<file path="src/rtl/muldiv_pkg.sv">
// Shared op codes and FSM states for the iterative multiply/divide unit.
package muldiv_pkg;

  typedef enum logic [2:0] {
    MULT  = 3'd0,
    MULTU = 3'd1,
    DIV   = 3'd2,
    DIVU  = 3'd3,
    MTHI  = 3'd4,
    MTLO  = 3'd5
  } op_e;

  typedef enum logic [1:0] {
    IDLE = 2'd0,
    CALC = 2'd1,
    FIX  = 2'd2
  } state_e;

endpackage

</file>
<file path="src/rtl/muldiv_if.sv">
// Request/result bundle between the pipeline controller and the muldiv unit.
interface muldiv_if #(
  parameter int WIDTH = 32
);
  logic             start;
  logic [2:0]       op;
  logic [WIDTH-1:0] opr1;
  logic [WIDTH-1:0] opr2;
  logic             busy;
  logic             done;
  logic             div_by_zero;
  logic [WIDTH-1:0] hi;
  logic [WIDTH-1:0] lo;

  modport master (
    output start, op, opr1, opr2,
    input  busy, done, div_by_zero, hi, lo
  );

  modport slave (
    input  start, op, opr1, opr2,
    output busy, done, div_by_zero, hi, lo
  );
endinterface

</file>
<file path="src/rtl/muldiv_step.sv">
// One radix-2 iteration: shift-add for multiply, shift-subtract-restore for divide.
module muldiv_step #(
  parameter int WIDTH = 32
) (
  input  logic             div_mode,
  input  logic [WIDTH-1:0] acc_hi,
  input  logic [WIDTH-1:0] acc_lo,
  input  logic [WIDTH-1:0] opnd,
  output logic [WIDTH-1:0] acc_hi_nx,
  output logic [WIDTH-1:0] acc_lo_nx
);
  logic [WIDTH:0]   sum;
  logic [WIDTH:0]   shifted;
  logic [WIDTH-1:0] rem_sub;
  logic             restore;

  always_comb begin
    sum     = {1'b0, acc_hi} + (acc_lo[0] ? {1'b0, opnd} : '0);
    shifted = {acc_hi, acc_lo[WIDTH-1]};
    restore = shifted < {1'b0, opnd};
    // remainder stays below the divisor, so the difference always fits WIDTH bits
    rem_sub = shifted[WIDTH-1:0] - opnd;
    if (div_mode) begin
      acc_hi_nx = restore ? shifted[WIDTH-1:0] : rem_sub;
      acc_lo_nx = {acc_lo[WIDTH-2:0], ~restore};
    end else begin
      acc_hi_nx = sum[WIDTH:1];
      acc_lo_nx = {sum[0], acc_lo[WIDTH-1:1]};
    end
  end
endmodule

</file>
<file path="src/rtl/muldiv_unit.sv">
// Iterative MULT/MULTU/DIV/DIVU unit with HI/LO registers, one result bit per cycle.
module muldiv_unit
  import muldiv_pkg::*;
#(
  parameter int WIDTH = 32
) (
  input  logic     clk,
  input  logic     reset,
  input  logic     ena,
  input  logic     flush,
  muldiv_if.slave  bus
);
  localparam int CW = $clog2(WIDTH);

  state_e           state, state_nx;
  logic [CW-1:0]    cnt;
  logic             is_div_r, sgn_r, s1_r, s2_r, dz_r;
  logic [WIDTH-1:0] acc_hi, acc_lo, opnd_r, opr1_r;
  logic [WIDTH-1:0] acc_hi_nx, acc_lo_nx;

  logic             op_arith, op_mt, op_signed, op_div, a_neg, b_neg, accept;
  logic [WIDTH-1:0] a_mag, b_mag, quo_fix, rem_fix;
  logic [2*WIDTH-1:0] prod_fix;

  always_comb begin
    op_arith  = (bus.op == MULT) || (bus.op == MULTU) || (bus.op == DIV) || (bus.op == DIVU);
    op_mt     = (bus.op == MTHI) || (bus.op == MTLO);
    op_signed = (bus.op == MULT) || (bus.op == DIV);
    op_div    = (bus.op == DIV)  || (bus.op == DIVU);
    a_neg     = op_signed & bus.opr1[WIDTH-1];
    b_neg     = op_signed & bus.opr2[WIDTH-1];
    a_mag     = a_neg ? -bus.opr1 : bus.opr1;
    b_mag     = b_neg ? -bus.opr2 : bus.opr2;
    accept    = ena & bus.start & (state == IDLE) & ~flush & (op_arith | op_mt);
  end

  always_comb begin
    state_nx = state;
    if (flush) begin
      state_nx = IDLE;
    end else begin
      case (state)
        IDLE:    if (accept && op_arith) state_nx = CALC;
        CALC:    if (cnt == '0) state_nx = FIX;
        FIX:     state_nx = IDLE;
        default: state_nx = IDLE;
      endcase
    end
  end

  always_comb begin
    prod_fix = (sgn_r & (s1_r ^ s2_r)) ? -{acc_hi, acc_lo} : {acc_hi, acc_lo};
    quo_fix  = (sgn_r & (s1_r ^ s2_r)) ? -acc_lo : acc_lo;
    rem_fix  = (sgn_r & s1_r) ? -acc_hi : acc_hi;
  end

  muldiv_step #(.WIDTH(WIDTH)) u_step (
    .div_mode  (is_div_r),
    .acc_hi    (acc_hi),
    .acc_lo    (acc_lo),
    .opnd      (opnd_r),
    .acc_hi_nx (acc_hi_nx),
    .acc_lo_nx (acc_lo_nx)
  );

  always_ff @(posedge clk or posedge reset) begin
    if (reset) begin
      state <= IDLE;
    end else if (ena) begin
      state <= state_nx;
    end
  end

  always_ff @(posedge clk or posedge reset) begin
    if (reset) begin
      cnt             <= '0;
      bus.busy        <= 1'b0;
      bus.done        <= 1'b0;
      bus.div_by_zero <= 1'b0;
      bus.hi          <= '0;
      bus.lo          <= '0;
      acc_hi          <= '0;
      acc_lo          <= '0;
      opnd_r          <= '0;
      opr1_r          <= '0;
      is_div_r        <= 1'b0;
      sgn_r           <= 1'b0;
      s1_r            <= 1'b0;
      s2_r            <= 1'b0;
      dz_r            <= 1'b0;
    end else if (ena) begin
      bus.busy <= (state_nx != IDLE);
      bus.done <= 1'b0;
      if (accept) begin
        bus.div_by_zero <= 1'b0;
        if (op_mt) begin
          if (bus.op == MTHI) bus.hi <= bus.opr1;
          else                bus.lo <= bus.opr1;
          bus.done <= 1'b1;
        end else begin
          // multiply: acc_lo holds the multiplier; divide: acc_lo holds the dividend
          acc_hi   <= '0;
          acc_lo   <= op_div ? a_mag : b_mag;
          opnd_r   <= op_div ? b_mag : a_mag;
          opr1_r   <= bus.opr1;
          is_div_r <= op_div;
          sgn_r    <= op_signed;
          s1_r     <= a_neg;
          s2_r     <= b_neg;
          dz_r     <= op_div && (bus.opr2 == '0);
          cnt      <= CW'(WIDTH - 1);
        end
      end else if (!flush) begin
        case (state)
          CALC: begin
            acc_hi <= acc_hi_nx;
            acc_lo <= acc_lo_nx;
            if (cnt != '0) cnt <= cnt - 1'b1;
          end
          FIX: begin
            bus.done        <= 1'b1;
            bus.div_by_zero <= dz_r;
            if (dz_r) begin
              bus.hi <= opr1_r;
              bus.lo <= '1;
            end else if (is_div_r) begin
              bus.hi <= rem_fix;
              bus.lo <= quo_fix;
            end else begin
              {bus.hi, bus.lo} <= prod_fix;
            end
          end
          default: ;
        endcase
      end
    end
  end
endmodule

</file>
<file path="src/flat_wrapper.sv">
// flat-port wrapper written by rule: the top's interface ports become plain ports
module muldiv_unit_flat import muldiv_pkg::*;
#(
  parameter int WIDTH = 32
)
  (clk, reset, ena, flush, bus_start, bus_op, bus_opr1, bus_opr2, bus_busy, bus_done, bus_div_by_zero, bus_hi, bus_lo);
  muldiv_if #(.WIDTH(WIDTH)) bus_i ();
  input  logic clk;
  input  logic reset;
  input  logic ena;
  input  logic flush;
  input wire logic [$bits(bus_i.start)-1:0] bus_start;
  input wire logic [$bits(bus_i.op)-1:0] bus_op;
  input wire logic [$bits(bus_i.opr1)-1:0] bus_opr1;
  input wire logic [$bits(bus_i.opr2)-1:0] bus_opr2;
  output wire logic [$bits(bus_i.busy)-1:0] bus_busy;
  output wire logic [$bits(bus_i.done)-1:0] bus_done;
  output wire logic [$bits(bus_i.div_by_zero)-1:0] bus_div_by_zero;
  output wire logic [$bits(bus_i.hi)-1:0] bus_hi;
  output wire logic [$bits(bus_i.lo)-1:0] bus_lo;
  assign bus_i.start = bus_start;
  assign bus_i.op = bus_op;
  assign bus_i.opr1 = bus_opr1;
  assign bus_i.opr2 = bus_opr2;
  assign bus_busy = bus_i.busy;
  assign bus_done = bus_i.done;
  assign bus_div_by_zero = bus_i.div_by_zero;
  assign bus_hi = bus_i.hi;
  assign bus_lo = bus_i.lo;
  muldiv_unit #(.WIDTH(WIDTH)) u_core (.clk(clk), .reset(reset), .ena(ena), .flush(flush), .bus(bus_i));
endmodule
</file>
<file path="config.mk">
export PLATFORM = sky130hd
export DESIGN_NAME = muldiv_unit_flat
export DESIGN_NICKNAME = d
export VERILOG_FILES = /design/src/rtl/muldiv_pkg.sv /design/src/rtl/muldiv_if.sv /design/src/rtl/muldiv_step.sv /design/src/rtl/muldiv_unit.sv /design/src/flat_wrapper.sv
export SDC_FILE = /design/constraint.sdc
export NUM_CORES = 1
export LEC_CHECK = 0
export BUFFER_PORTS_ARGS = -buffer_cell sky130_fd_sc_hd__buf_2
export CORE_MARGIN = 2
export CORE_UTILIZATION = 30
export CTS_CLUSTER_DIAMETER = 40
export DETAILED_ROUTE_END_ITERATION = 16
export SLEW_MARGIN = 20
export SYNTH_ARGS = -nofsm -noshare
export SYNTH_HDL_FRONTEND = slang
export SYNTH_HIERARCHICAL = 1
export SYNTH_SLANG_ARGS = --single-unit
</file>
<file path="constraint.sdc">
create_clock -name clk -period 6.9 [get_ports clk]
set_clock_uncertainty 0.2 [all_clocks]
set_input_delay 0.345 -clock clk [delete_from_list [all_inputs] [get_ports clk]]
set_output_delay 0.345 -clock clk [all_outputs]
set_load 0.05 [all_outputs]
</file>
==> run_results.csv <==
group,metric,value,unit
status,outcome,"finished, final reports clean",
drt,vias,18200,
synthesis,synth_fp_nets,2317,
finish,layout_commonest_cell,"nand2_1",
synthesis,syn_avg_cell_area,7.94,um2
finish,area_delta_synth_final,19.3,%
global_route,grt_usage,23.8,%
worst_setup_path,max_stage_delay,0.63,ns
floorplanning,die_x,244,um
drt,drc,0,
worst_setup_path,worst-path-max-fanout,36,
pwr,internal_power,4720,uW
timing,hold_violations,0,
clock_network,clkLatencyLatePin,0.59,ns
placement,place_inst,2958,
timing,final.setup.tns,0,ns
timing,drv_slew,0,
clock_network,cts_tree,"built",
finish,fin_cells,3091,
finish,layout_common_cells,"nand2_1, dfrtp_1, nor2_1, o21ai_0, buf_2",
global_route,grt_pass1_vias,17300,
clock_network,cts_buffers,42,
clock_network,cts_resized,0,
synthesis,synth_edf_count,0,
clock_network,clk_pin_slew,0.06,ns
timing,rsz0062_at_grt,"no",
worst_setup_path,critPathRequiredTime,7.15,ns
synthesis,synth_top_cell_by_area,"dfrtp_1",
synthesis,synth_flop_cell,"dfrtp_1",
synthesis,synth-seq-cells,207,
worst_setup_path,cp_cell_sequence,"and2_1, ha_1, fa_1, a21oi_2, o21ai_1, o2111a_2, o31ai_4, nor2_1, a41oi_2, o21ai_1, a2111oi_2, o32ai_1, nand2_1, nand2_1",
pwr,pwr_density_cell,451,nW/um2
worst_setup_path,critPathLaunchType,"register",
finish,fin_util,36.4,%
drt,drt-total-wl,72.6,mm
floorplanning,io_pins,139,
pwr,vdd_ir_drop_max,0.269,mV
finish,final_area,20600,um2
clock_network,cts_max_level,2,
clock_network,clock_path_buffers,3,
clock_network,clock-sinks,207,
worst_setup_path,crit_type,"register to register",
placement,port_buffers,138,
drt,drt_first_iter_violations,2002,
timing,layout_min_cycle_time,4.12,ns
timing,setup_viol,0,
worst_setup_path,end_kind,"register",
finish,drive_gt1_share,13.8,%
finish,finalNetCount,2446,
finish,ff_latch_area,5180,um2
worst_setup_path,crit_slowest_cell,"dfrtp_2",
timing,max_freq,0.243,GHz
pwr,pwr-share-seq,25.2,%
drt,drt_pass1_iterations,6,
placement,post_dp_cell_area,18600,um2
drt,wire_per_inst,23.5,um
synthesis,synthTopCellsByArea,"dfrtp_1, nand2_1, ha_1",
run,cap_violations,0,
synthesis,synth_cell_types,99,
placement,place_congestion,0.969,
synthesis,synthArstFlopShare,100,%
global_route,grt-ovfl-total,0,
drt,antenna_left,0,
pwr,share_comb_of_total_power,52.3,%
placement,pre_cts_slack,2.60,ns
global_route,grt_pass1_wl,109,mm
floorplanning,core,56600,um2
placement,dp_hpwl,53.5,mm
floorplanning,fp.dieH,244,um
timing,tightest_slew,1.14,ns
clock_network,cts_setup_buffers,0,
timing,layout_setup_ws,2.78,ns
worst_hold_path,worstHoldPathType,"input port to register",
synthesis,mappedNetlistArea,17300,um2
clock_network,ctsHoldBuffers,56,
timing,finalCritPeriodShare,59.7,%
synthesis,synth_seq_area_share,30.0,%
floorplanning,rows,87,
drt,via_per_inst,5.89,
finish,multi_input_area,11300,um2
global_route,grt_max_degree,77,
pwr,p_sw,4570,uW
synthesis,yosys_warnings,6,
pwr,p_leak,0.00921,uW
global_route,antenna_found_initial,6,
floorplanning,start_util,30.5,%
timing,slew_headroom,23.6,%
floorplanning,dieArea,59500,um2
finish,fillers,5906,
synthesis,yosysTopAreaCellShare,30.0,%
clock_network,clockRootBuffer,"clkbuf_16",
synthesis,postSynthCellCount,2173,
pwr,swShare,49.2,%
pwr,clock_power_share,22.5,%
worst_setup_path,crit_arrival,4.37,ns
[final timing paths]
check / startpoint / to / slack (ns) / cells after the start
max in group asynchronous: reset / u_core/bus.lo[14] / 5.06 / 4
min: bus_opr2[3] / u_core/opnd_r[3] / 0.03 / 3
min reg2reg: u_core/opr1_r[31] / u_core/opr1_r[31] / 0.27 / 2
max: u_core/acc_lo[0] / u_core/acc_hi[31] / 2.78 / 14
max reg2reg: u_core/acc_lo[0] / u_core/acc_hi[31] / 2.78 / 14
min in group asynchronous: reset / u_core/bus.hi[18] / 0.22 / 3
[synthesized netlist by cell type (all sizes together) (30+ instances only)]
master / number
ha: 70
and3: 33
nor4: 30
inv: 74
a221oi: 31
nor2: 155
nand2: 318
a21o: 39
xnor2: 94
nand3: 76
mux2: 34
xor2: 70
and2: 43
o22ai: 34
a31oi: 33
a21oi: 139
dfrtp: 207
mux2i: 30
clkbuf: 109
o21ai: 157
nor3: 54
[flip-flops by register name (all words and copies together), names as in the netlist, 2 cells and up]
name,cells
u_core/bus.hi,32
u_core/opnd_r,32
u_core/state,2
u_core/bus.lo,32
u_core/cnt,5
u_core/opr1_r,32
u_core/acc_lo,32
u_core/acc_hi,32
[power by group through the flow]
stage | combinational, uW | clock, uW | sequential, uW
4_1_cts | 4770 | 2120 | 2320
2_1_floorplan | 3200 | 0 | 2390
5_1_grt | 5260 | 2160 | 2390
6_report | 4860 | 2090 | 2340
3_3_place_gp | 4680 | 0 | 2330
3_5_place_dp | 4710 | 0 | 2340
[area by class of cell]
| class | count | share of cell area (%) |
|---|---|---|
| Inverter | 75 | 1.40 |
| Tap cell | 756 | 4.59 |
| Multi-Input combinational cell | 1764 | 55.1 |
| Clock inverter | 27 | 1.54 |
| Timing Repair Buffer | 212 | 6.75 |
| Antenna cell | 1 | 0.0122 |
| Clock buffer | 49 | 5.43 |
| Sequential cell | 207 | 25.2 |
[through the flow]
stage          hold WS [ns]  total power [uW]
2_1_floorplan         0.245              5590
3_3_place_gp          0.258              7010
3_5_place_dp          0.263              7050
4_1_cts             0.00431              9220
5_1_grt              0.0665              9810
6_report             0.0333              9290
[critical path, delay by kind of cell, from the launching register on]
| kind | cells | cell delay, ns |
|---|---|---|
| compound gates | 8 | 1.93 |
| simple gates | 4 | 0.53 |
| fa+ha+maj | 2 | 0.67 |
| flops | 1 | 0.63 |
[per-layer routing]
layer  GRT usage (%)  part of all wire (%)  up-vias
met5               0                 0.019        -
met4            10.8                   5.0        2
met3            4.46                   8.4      182
met2            38.4                    46      906
met1            30.7                    41     8885
li1                -                     -     8222
[kinds of logic (layout without fill, tap and decap cells)]
kind of cell	count (synthesis)	count (layout)	share of synthesized area (%)
other	0	1	0
adder cells (fa/ha/maj)	72	72	5.31
AO/OA/AOI/OAI	647	647	25.2
XOR/XNOR	164	164	8.32
flip-flops	207	207	30.0
multiplexers	64	64	3.96
buffers and inverters	202	363	4.54
AND/OR/NAND/NOR	817	817	22.7
Note: power is estimated with default switching activity, not from simulation.
